`config.mk`:
```
export PLATFORM = sky130hd
export DESIGN_NAME = pattern_detect_moore
export DESIGN_NICKNAME = d
export VERILOG_FILES = /design/src/rtl/pattern_detect_moore.sv
export SDC_FILE = /design/constraint.sdc
export NUM_CORES = 1
export LEC_CHECK = 0
export CORE_MARGIN = 2
export CORE_UTILIZATION = 48
export CTS_CLUSTER_DIAMETER = 120
export DETAILED_ROUTE_END_ITERATION = 8
export DONT_BUFFER_PORTS = 1
export GPL_ROUTABILITY_DRIVEN = 1
export GPL_TIMING_DRIVEN = 0
export PLACE_DENSITY = 0.76
export SETUP_SLACK_MARGIN = 0.02
export SLEW_MARGIN = 30
export SYNTH_ARGS = -nofsm -noshare
export SYNTH_HDL_FRONTEND = slang
export SYNTH_SLANG_ARGS = --single-unit
```
`constraint.sdc`:
```
create_clock -name clk -period 2.3 [get_ports clk]
set_input_delay 0.46 -clock clk [delete_from_list [all_inputs] [get_ports clk]]
set_output_delay 0.46 -clock clk [all_outputs]
set_load 0.01 [all_outputs]
```
`src/rtl/pattern_detect_moore.sv`:
```
// rtl/pattern_detect_moore.sv - programmable serial bit-pattern detector, Moore output
module pattern_detect_moore #(
    parameter int                 MAX_LEN         = 8,
    parameter int                 CNT_W           = 8,
    parameter logic [MAX_LEN-1:0] DEFAULT_PATTERN = 8'b0000_1001,
    parameter int                 DEFAULT_LEN     = 5,
    parameter logic               DEFAULT_OVERLAP = 1'b1
) (
    input  logic                           clk,
    input  logic                           reset,
    input  logic                           en,
    input  logic                           A,
    input  logic                           cfg_load,
    input  logic [MAX_LEN-1:0]             cfg_pattern,
    input  logic [$clog2(MAX_LEN+1)-1:0]   cfg_len,
    input  logic                           cfg_overlap,
    input  logic                           cnt_clr,
    output logic                           B,
    output logic [CNT_W-1:0]               match_count
);
    localparam int LEN_W = $clog2(MAX_LEN + 1);
    localparam logic [LEN_W-1:0] MAX_LEN_L = LEN_W'(MAX_LEN);

    logic [MAX_LEN-1:0] hist_q, hist_d;
    logic [LEN_W-1:0]   fill_q, fill_d;
    logic [MAX_LEN-1:0] pat_q;
    logic [LEN_W-1:0]   len_q;
    logic               ovl_q;
    logic               b_q;
    logic [CNT_W-1:0]   cnt_q;
    logic [MAX_LEN-1:0] mask;
    logic               hit;
    logic               accept;

    assign B           = b_q;
    assign match_count = cnt_q;
    assign accept      = en && !cfg_load;

    // Match is evaluated on the history as it will be after this sample shifts in.
    always_comb begin
        hist_d = {hist_q[MAX_LEN-2:0], A};
        fill_d = (fill_q == MAX_LEN_L) ? fill_q : fill_q + LEN_W'(1);
        mask   = '0;
        for (int i = 0; i < MAX_LEN; i++) begin
            mask[i] = (i < int'(len_q));
        end
        hit = (len_q != '0) && (fill_d >= len_q) && (((hist_d ^ pat_q) & mask) == '0);
    end

    always_ff @(posedge clk or posedge reset) begin
        if (reset) begin
            hist_q <= '0;
            fill_q <= '0;
            pat_q  <= DEFAULT_PATTERN;
            len_q  <= LEN_W'(DEFAULT_LEN);
            ovl_q  <= DEFAULT_OVERLAP;
            b_q    <= 1'b0;
            cnt_q  <= '0;
        end else begin
            if (cfg_load) begin
                pat_q  <= cfg_pattern;
                len_q  <= (cfg_len > MAX_LEN_L) ? MAX_LEN_L : cfg_len;
                ovl_q  <= cfg_overlap;
                fill_q <= '0;
                b_q    <= 1'b0;
            end else if (en) begin
                hist_q <= hist_d;
                // Non-overlapping: keep the bits but forget they were ever counted.
                fill_q <= (hit && !ovl_q) ? '0 : fill_d;
                b_q    <= hit;
            end

            if (cnt_clr) begin
                cnt_q <= '0;
            end else if (accept && hit && !(&cnt_q)) begin
                cnt_q <= cnt_q + CNT_W'(1);
            end
        end
    end
endmodule

```
==> results of run 1 <==
[layout by cell type (no fill, tap or decap), types with 3 or more instances in the layout]
master    synthesis  final
clkbuf_1          3      3
inv_1            10      7
buf_6             1      3
a32o_1            4      4
xnor2_1           9      8
o21ai_1           1      3
mux2_2           16     16
ha_1              7      5
clkbuf_4          0      5
o21ai_0          12      8
dfrtp_1          28     28
buf_4             0     10
xor2_1            3      3
nand3_1           5      5
inv_2             0      3
dfstp_2           5      5
a21oi_1           6      4
nand2_1          12     10
nor2_1            8      7
[kinds of logic (layout without fill, tap and decap cells)]
family          after synthesis  count (layout)  synth area share (%)
mux                          18              18                 11.91
compound gates               30              30                 11.77
xor+xnor                     12              12                 6.255
simple gates                 39              39                 11.54
buf+inv                      15              35                 3.797
fa+ha+maj                     7               7                 5.212
flops                        33              33                 49.52
[layer usage]
| layer | track usage [%] | share of wire (%) | routed length (um) | vias to the layer above |
|---|---|---|---|---|
| met4 | 9.444 | 2.5 | 91 | 0 |
| met2 | 33.11 | 49 | 1801 | 33 |
| met1 | 22.77 | 43 | 1560 | 606 |
| met3 | 7.321 | 5.4 | 199 | 10 |
| met5 | 0 | 0 | 0 | - |
| li1 | - | - | - | 586 |
[cell usage after synthesis (2+ instances only)]
| master | n | area [um2] |
|---|---|---|
| dfstp_2 | 5 | 131.4 |
| nand4_1 | 2 | 12.51 |
| mux2i_1 | 2 | 20.02 |
| or4_1 | 2 | 15.01 |
| a21oi_1 | 6 | 30.03 |
| nand3_1 | 5 | 25.02 |
| nor2_1 | 8 | 30.03 |
| o21ai_0 | 12 | 60.06 |
| clkbuf_1 | 3 | 11.26 |
| ha_1 | 7 | 87.58 |
| xor2_1 | 3 | 26.28 |
| a32o_1 | 4 | 40.04 |
| xnor2_1 | 9 | 78.83 |
| or3_1 | 3 | 18.77 |
| nor2b_1 | 2 | 12.51 |
| dfrtp_1 | 28 | 700.7 |
| nor3_1 | 2 | 10.01 |
| nand2_1 | 12 | 45.04 |
| inv_1 | 10 | 37.54 |
| mux2_2 | 16 | 180.2 |
[worst paths after layout]
kind                                            start                          to  slack [ns]  depth (start not counted)
max in group asynchronous                       reset       hist_q[0]$_DFFE_PP0P_        1.80                          1
worst max register to register  fill_q[0]$_DFFE_PP0P_  match_count[0]$_DFFE_PP0P_       -0.32                         15
worst min-delay path                            reset  match_count[1]$_DFFE_PP0P_        0.06                          1
min in group clk                           cfg_len[3]        len_q[2]$_DFFE_PP1P_        0.18                          1
worst min register to register   pat_q[5]$_DFFE_PP0P_        pat_q[5]$_DFFE_PP0P_        0.54                          1
worst max-delay path            fill_q[0]$_DFFE_PP0P_  match_count[0]$_DFFE_PP0P_       -0.32                         15
[flip-flops by register name (all words and copies together), names as in the netlist]
name / count
len_q: 4
hist_q: 7
fill_q: 4
pat_q: 8
B: 1
match_count: 8
ovl_q: 1
[worst reg2reg max path, stage by stage, from the launching register on]
cell and delay [ns]:
dfrtp_1 0.41, inv_2 0.07, ha_4 0.16, nand2_4 0.07
nor2_4 0.04, xnor2_2 0.14, ha_1 0.29, o21ai_2 0.05
a222oi_1 0.39, buf_4 0.20, nand3_4 0.08, buf_6 0.18
buf_6 0.12, buf_6 0.11, xor2_1 0.12, nor2_1 0.06
[power by group through the flow]
stage                     sequential, mW  combinational, mW  clock, mW
after floorplan                    0.718              0.199          0
after global placement             0.731              0.225          0
after detailed placement           0.739              0.239          0
after CTS                          0.727              0.266      0.386
after global routing               0.737              0.308      0.406
final                              0.727              0.283      0.380
[per-stage QoR]
stage | util, % | worst slack, ns | instances | area [um2]
after detailed placement | 52.72 | -0.4471 | 200 | 1759
final | 59.92 | -0.3205 | 220 | 1999
after floorplan | - | -0.1625 | 154 | 1702
after CTS | 57.63 | -0.2024 | 217 | 1923
after global placement | 52.72 | -0.3725 | 200 | 1759
after global routing | 59.92 | -0.3935 | 220 | 1999
[final cells by class]
cell class | count | area (um2) | share of cell area, %
Sequential cell | 33 | 832.0 | 41.61
Inverter | 10 | 37.54 | 1.877
Clock buffer | 7 | 65.06 | 3.254
Tap cell | 46 | 57.56 | 2.879
Buffer | 5 | 26.28 | 1.314
Multi-Input combinational cell | 106 | 878.3 | 43.93
Timing Repair Buffer | 12 | 97.59 | 4.881
Clock inverter | 1 | 5.005 | 0.2503
[timing repair]
| action | in CTS | in global routing |
|---|---|---|
| endpoints found under the setup margin | 12 | 13 |
| buffers inserted | 9 | 4 |
| gates resized for setup | 7 | 14 |
| pin swaps | 6 | 10 |
==> flow_summary.ini, run 1 <==
[status]
status = complete, but fails checks
violations = negative setup slack

[floorplan]
initial_core_util_pct = 50.36
die_area_um2 = 3990
rows = 21
core_area_um2 = 3337
die_y_um = 63.17
die_w_um = 63.17
ioPinCount = 28

[global_route]
grt_first_pass_wirelength_mm = 6.003
grt_usage_pct = 19.95
antenna_found_initial = 0
first_global_vias = 1271
grt_overflow = 0
grt_max_degree = 34

[placement]
numPortBuffers = 0
place_congestion = 0.7723
dpl.hpwl_mm = 2.449

[timing]
hold-worst-slack_ns = 0.06482
tightestPinTransition_ns = 0.7112
tns_ns = -2.619
fmax_ghz = 0.3816
hold_violations = 0
setup_viol = 12
slew_headroom_pct = 52.50
clock-skew-final_ns = 0.01093
final_max_slew_viol_count = 0
finalCritPeriodShare_pct = 113.9
post-route-min-period_ns = 2.621
timing.final.ws_setup_ns = -0.3205
rsz0062_at_grt = yes

[clocking]
cts_tree = yes
cts.clk_slew.worst_paths_ns = 0.11
root_buffer = clkbuf_4
clock_latency_ns = 0.35
htreeDepth = 2
hold_buffers = 0
cts_buffers = 5
clock_sinks = 33
cts.path.max_buffers = 2

[yosys]
ys_types = 33
syn_nets = 180
yosys_warnings = 0
dominantRegCellSynth = dfrtp_1
synth-seq-cells = 33
synth_edf_count = 0
ys_seq_area_share_pct = 49.52
postSynthCellCount = 154
syn_area_per_cell_um2 = 10.91
syn_area_um2 = 1680
async_flop_share_pct = 100.0

[finish]
nets = 199
n_antenna_cell = 0
drive_gt1_share_pct = 35.63
syn_to_final_growth_pct = 18.99
fillerInstances = 280

[power_and_ir_drop]
share_comb_of_total_power_pct = 20.4
ir_worst_vdd_v = 0.0004305
swShare_pct = 28.72
p_leak_nw = 0.8152
p_switching_mw = 0.3991
fin_total_pwr_mw = 1.390
p_per_area_nw_per_um2 = 695.0
seq_power_share_pct = 52.3
p_clk_share_pct = 27.3
intPower_mw = 0.9905

[setup_path]
crit_family = buffers and inverters
critPathCaptureType = flip-flop
crit_arrival_ns = 2.85
cp_num_buf_inv = 5
critPathMaxStageDelay_ns = 0.41
critPathLaunchType = flip-flop
crit_chain = inv_2 -> ha_4 -> nand2_4 -> nor2_4 -> xnor2_2 -> ha_1 -> o21ai_2 -> a222oi_1 -> buf_4 -> nand3_4 -> buf_6 -> buf_6 -> buf_6 -> xor2_1 -> nor2_1
critPathMaxFanout = 6
slowest_stage = dfrtp_1
crit_top_cell = buf_6
path_class = flip-flop to flip-flop
critPathRequiredTime_ns = 2.53

[hold_path]
holdCritPathClass = input port to async pin

[route]
ant_nets = 0
totalWireLength_mm = 3.653
vias_per_cell = 5.614
num_vias = 1235
drt_iter0_drc = 71
drc_errors = 0
wl_per_cell_um = 16.60
drt-pass1-iter-count = 4

[flow_run]
cap_violations = 0
No activity file was read; power rests on OpenSTA's default activity.
==> run 2: changes to the inputs <==
Settings changed: CORE_ASPECT_RATIO set to 2.
==> flow_summary.ini, run 2 (same netlist as run 1, synthesis figures left out) <==
[setup_path]
critPathRequiredTime_ns = 2.51
r2r_end = match_count[4]$_DFFE_PP0P_
worstReg2RegStart = fill_q[0]$_DFFE_PP0P_
critPathCaptureType = flip-flop
path_class = flip-flop to flip-flop
critPathMaxFanout = 8
critPathLaunchType = flip-flop
rr_worst_depth = 13
crit_arrival_ns = 2.75
rrSetupSlack_ns = -0.24

[timing]
hold-worst-slack_ns = 0.1517
clock-skew-final_ns = 0.003946
tns_ns = -1.829
post-route-min-period_ns = 2.537
hold_violations = 0
rsz0062_at_grt = yes
setup_viol = 12
final_max_slew_viol_count = 0
fmax_ghz = 0.3942
finalCritPeriodShare_pct = 110.3
tightestPinTransition_ns = 0.8021
slew_headroom_pct = 46.42
timing.final.ws_setup_ns = -0.2370

[route]
num_vias = 1251
drt-pass1-iter-count = 4
wl_per_cell_um = 18.58
drt_iter0_drc = 23
totalWireLength_mm = 3.790
vias_per_cell = 6.132
drc_errors = 0
ant_nets = 0

[clocking]
clock_latency_ns = 0.29
cts_tree = yes
cts.path.max_buffers = 2
htreeDepth = 2
cts_buffers = 5
cts.clk_slew.worst_paths_ns = 0.07
clock_sinks = 33
root_buffer = clkbuf_8

[global_route]
grt_overflow = 0
first_global_vias = 1355
antenna_found_initial = 0
grt_first_pass_wirelength_mm = 6.113
grt_usage_pct = 21.33
grt_max_degree = 34

[floorplan]
die_y_um = 87.68
rows = 30
die_area_um2 = 4019
initial_core_util_pct = 49.74
die_w_um = 45.84
ioPinCount = 28
core_area_um2 = 3378

[finish]
n_antenna_cell = 0
final_cells = 204
syn_to_final_growth_pct = 18.91
fillerInstances = 278
final_core_util_pct = 59.15
drive_gt1_share_pct = 32.56
nets = 197
mostFrequentLayoutCells = 28 x dfrtp_1, 16 x mux2_2, 11 x nand2_1
fin_area_um2 = 1998
final_common_cell = dfrtp_1

[placement]
dp_slack_ns = -0.6605
dpl.hpwl_mm = 2.713
postPlaceCellArea_um2 = 1742
numPortBuffers = 0
dp.cells = 186
place_congestion = 0.7112

[power_and_ir_drop]
ir_worst_vdd_v = 0.0006745
fin_total_pwr_mw = 1.648
intPower_mw = 1.242
p_clk_share_pct = 39.2
p_leak_nw = 0.8331
share_comb_of_total_power_pct = 16.7
seq_power_share_pct = 44.1
p_switching_mw = 0.4064
swShare_pct = 24.66
p_per_area_nw_per_um2 = 824.7

[status]
violations = negative setup slack
status = complete, but fails checks

[flow_run]
cap_violations = 0

[hold_path]
holdCritPathClass = input port to async pin
## run 2: changes by cell type in the layout (fill, tap and decap cells not counted), moves of 2 or more
cell | previous run | this run
buf_6 | 3 | 1
bufinv_16 | 0 | 2
clkbuf_4 | 5 | 0
clkbuf_8 | 2 | 5
## run 2: routing by layer
layer  part of all wire [%]  wire length (um)  GRT usage [%]  vias up
li1                       -                 -              -      580
met1                     34              1306          21.74      634
met2                     59              2229          37.52       29
met3                    3.6               136          5.155        8
met4                    3.1               119          11.95        0
met5                      0                 0              0        -
## run 2: power by group through the flow
stage	Clock [mW]	Combinational [mW]	Sequential, mW
final	0.646	0.275	0.727
after detailed placement	0	0.241	0.737
after global placement	0	0.226	0.733
after CTS	0.657	0.270	0.727
after global routing	0.682	0.303	0.737
after floorplan	0	0.199	0.718
## run 2: worst max-delay path by stage
stage | from | to | cells past startpoint | slack (ns)
after floorplan | fill_q[0]$_DFFE_PP0P_ | match_count[6]$_DFFE_PP0P_ | 12 | -0.16
after global placement | fill_q[0]$_DFFE_PP0P_ | match_count[4]$_DFFE_PP0P_ | 12 | -0.45
after detailed placement | fill_q[0]$_DFFE_PP0P_ | match_count[4]$_DFFE_PP0P_ | 12 | -0.66
after CTS | fill_q[0]$_DFFE_PP0P_ | match_count[4]$_DFFE_PP0P_ | 13 | -0.23
after global routing | fill_q[0]$_DFFE_PP0P_ | match_count[4]$_DFFE_PP0P_ | 13 | -0.37
final | fill_q[0]$_DFFE_PP0P_ | match_count[4]$_DFFE_PP0P_ | 13 | -0.24
## run 2: layout make-up
type                    count  area [um2]  area share [%]
plain buffers               5       26.28           1.315
clock buffers               5       68.82           3.444
clock inverters             3       65.06           3.256
inverters                  10       37.54           1.879
multi-input cells         106       853.3           42.70
flip-flops and latches     33       832.0           41.64
well taps                  32       40.04           2.004
repair buffers             10       75.07           3.757
## run 2: critical path, cell delays in order (launching register included)
cell and delay [ns]:
dfrtp_1 0.39, inv_2 0.07, ha_4 0.16, nand2_4 0.07, nor2_4 0.04, xnor2_2 0.14
ha_1 0.29, o21ai_1 0.06, a222oi_1 0.32, buf_4 0.19, nand3_4 0.08, buf_6 0.18
or3_4 0.33, a21oi_2 0.13
## run 2: timing repair
| item | CTS | global route |
|---|---|---|
| hold buffers | 0 | 0 |
| endpoints found under the setup margin | 13 | 13 |
| resized for setup | 6 | 7 |
| pin swaps | 8 | 7 |
| endpoints found under the hold margin | 0 | 0 |
| setup buffers | 8 | 2 |
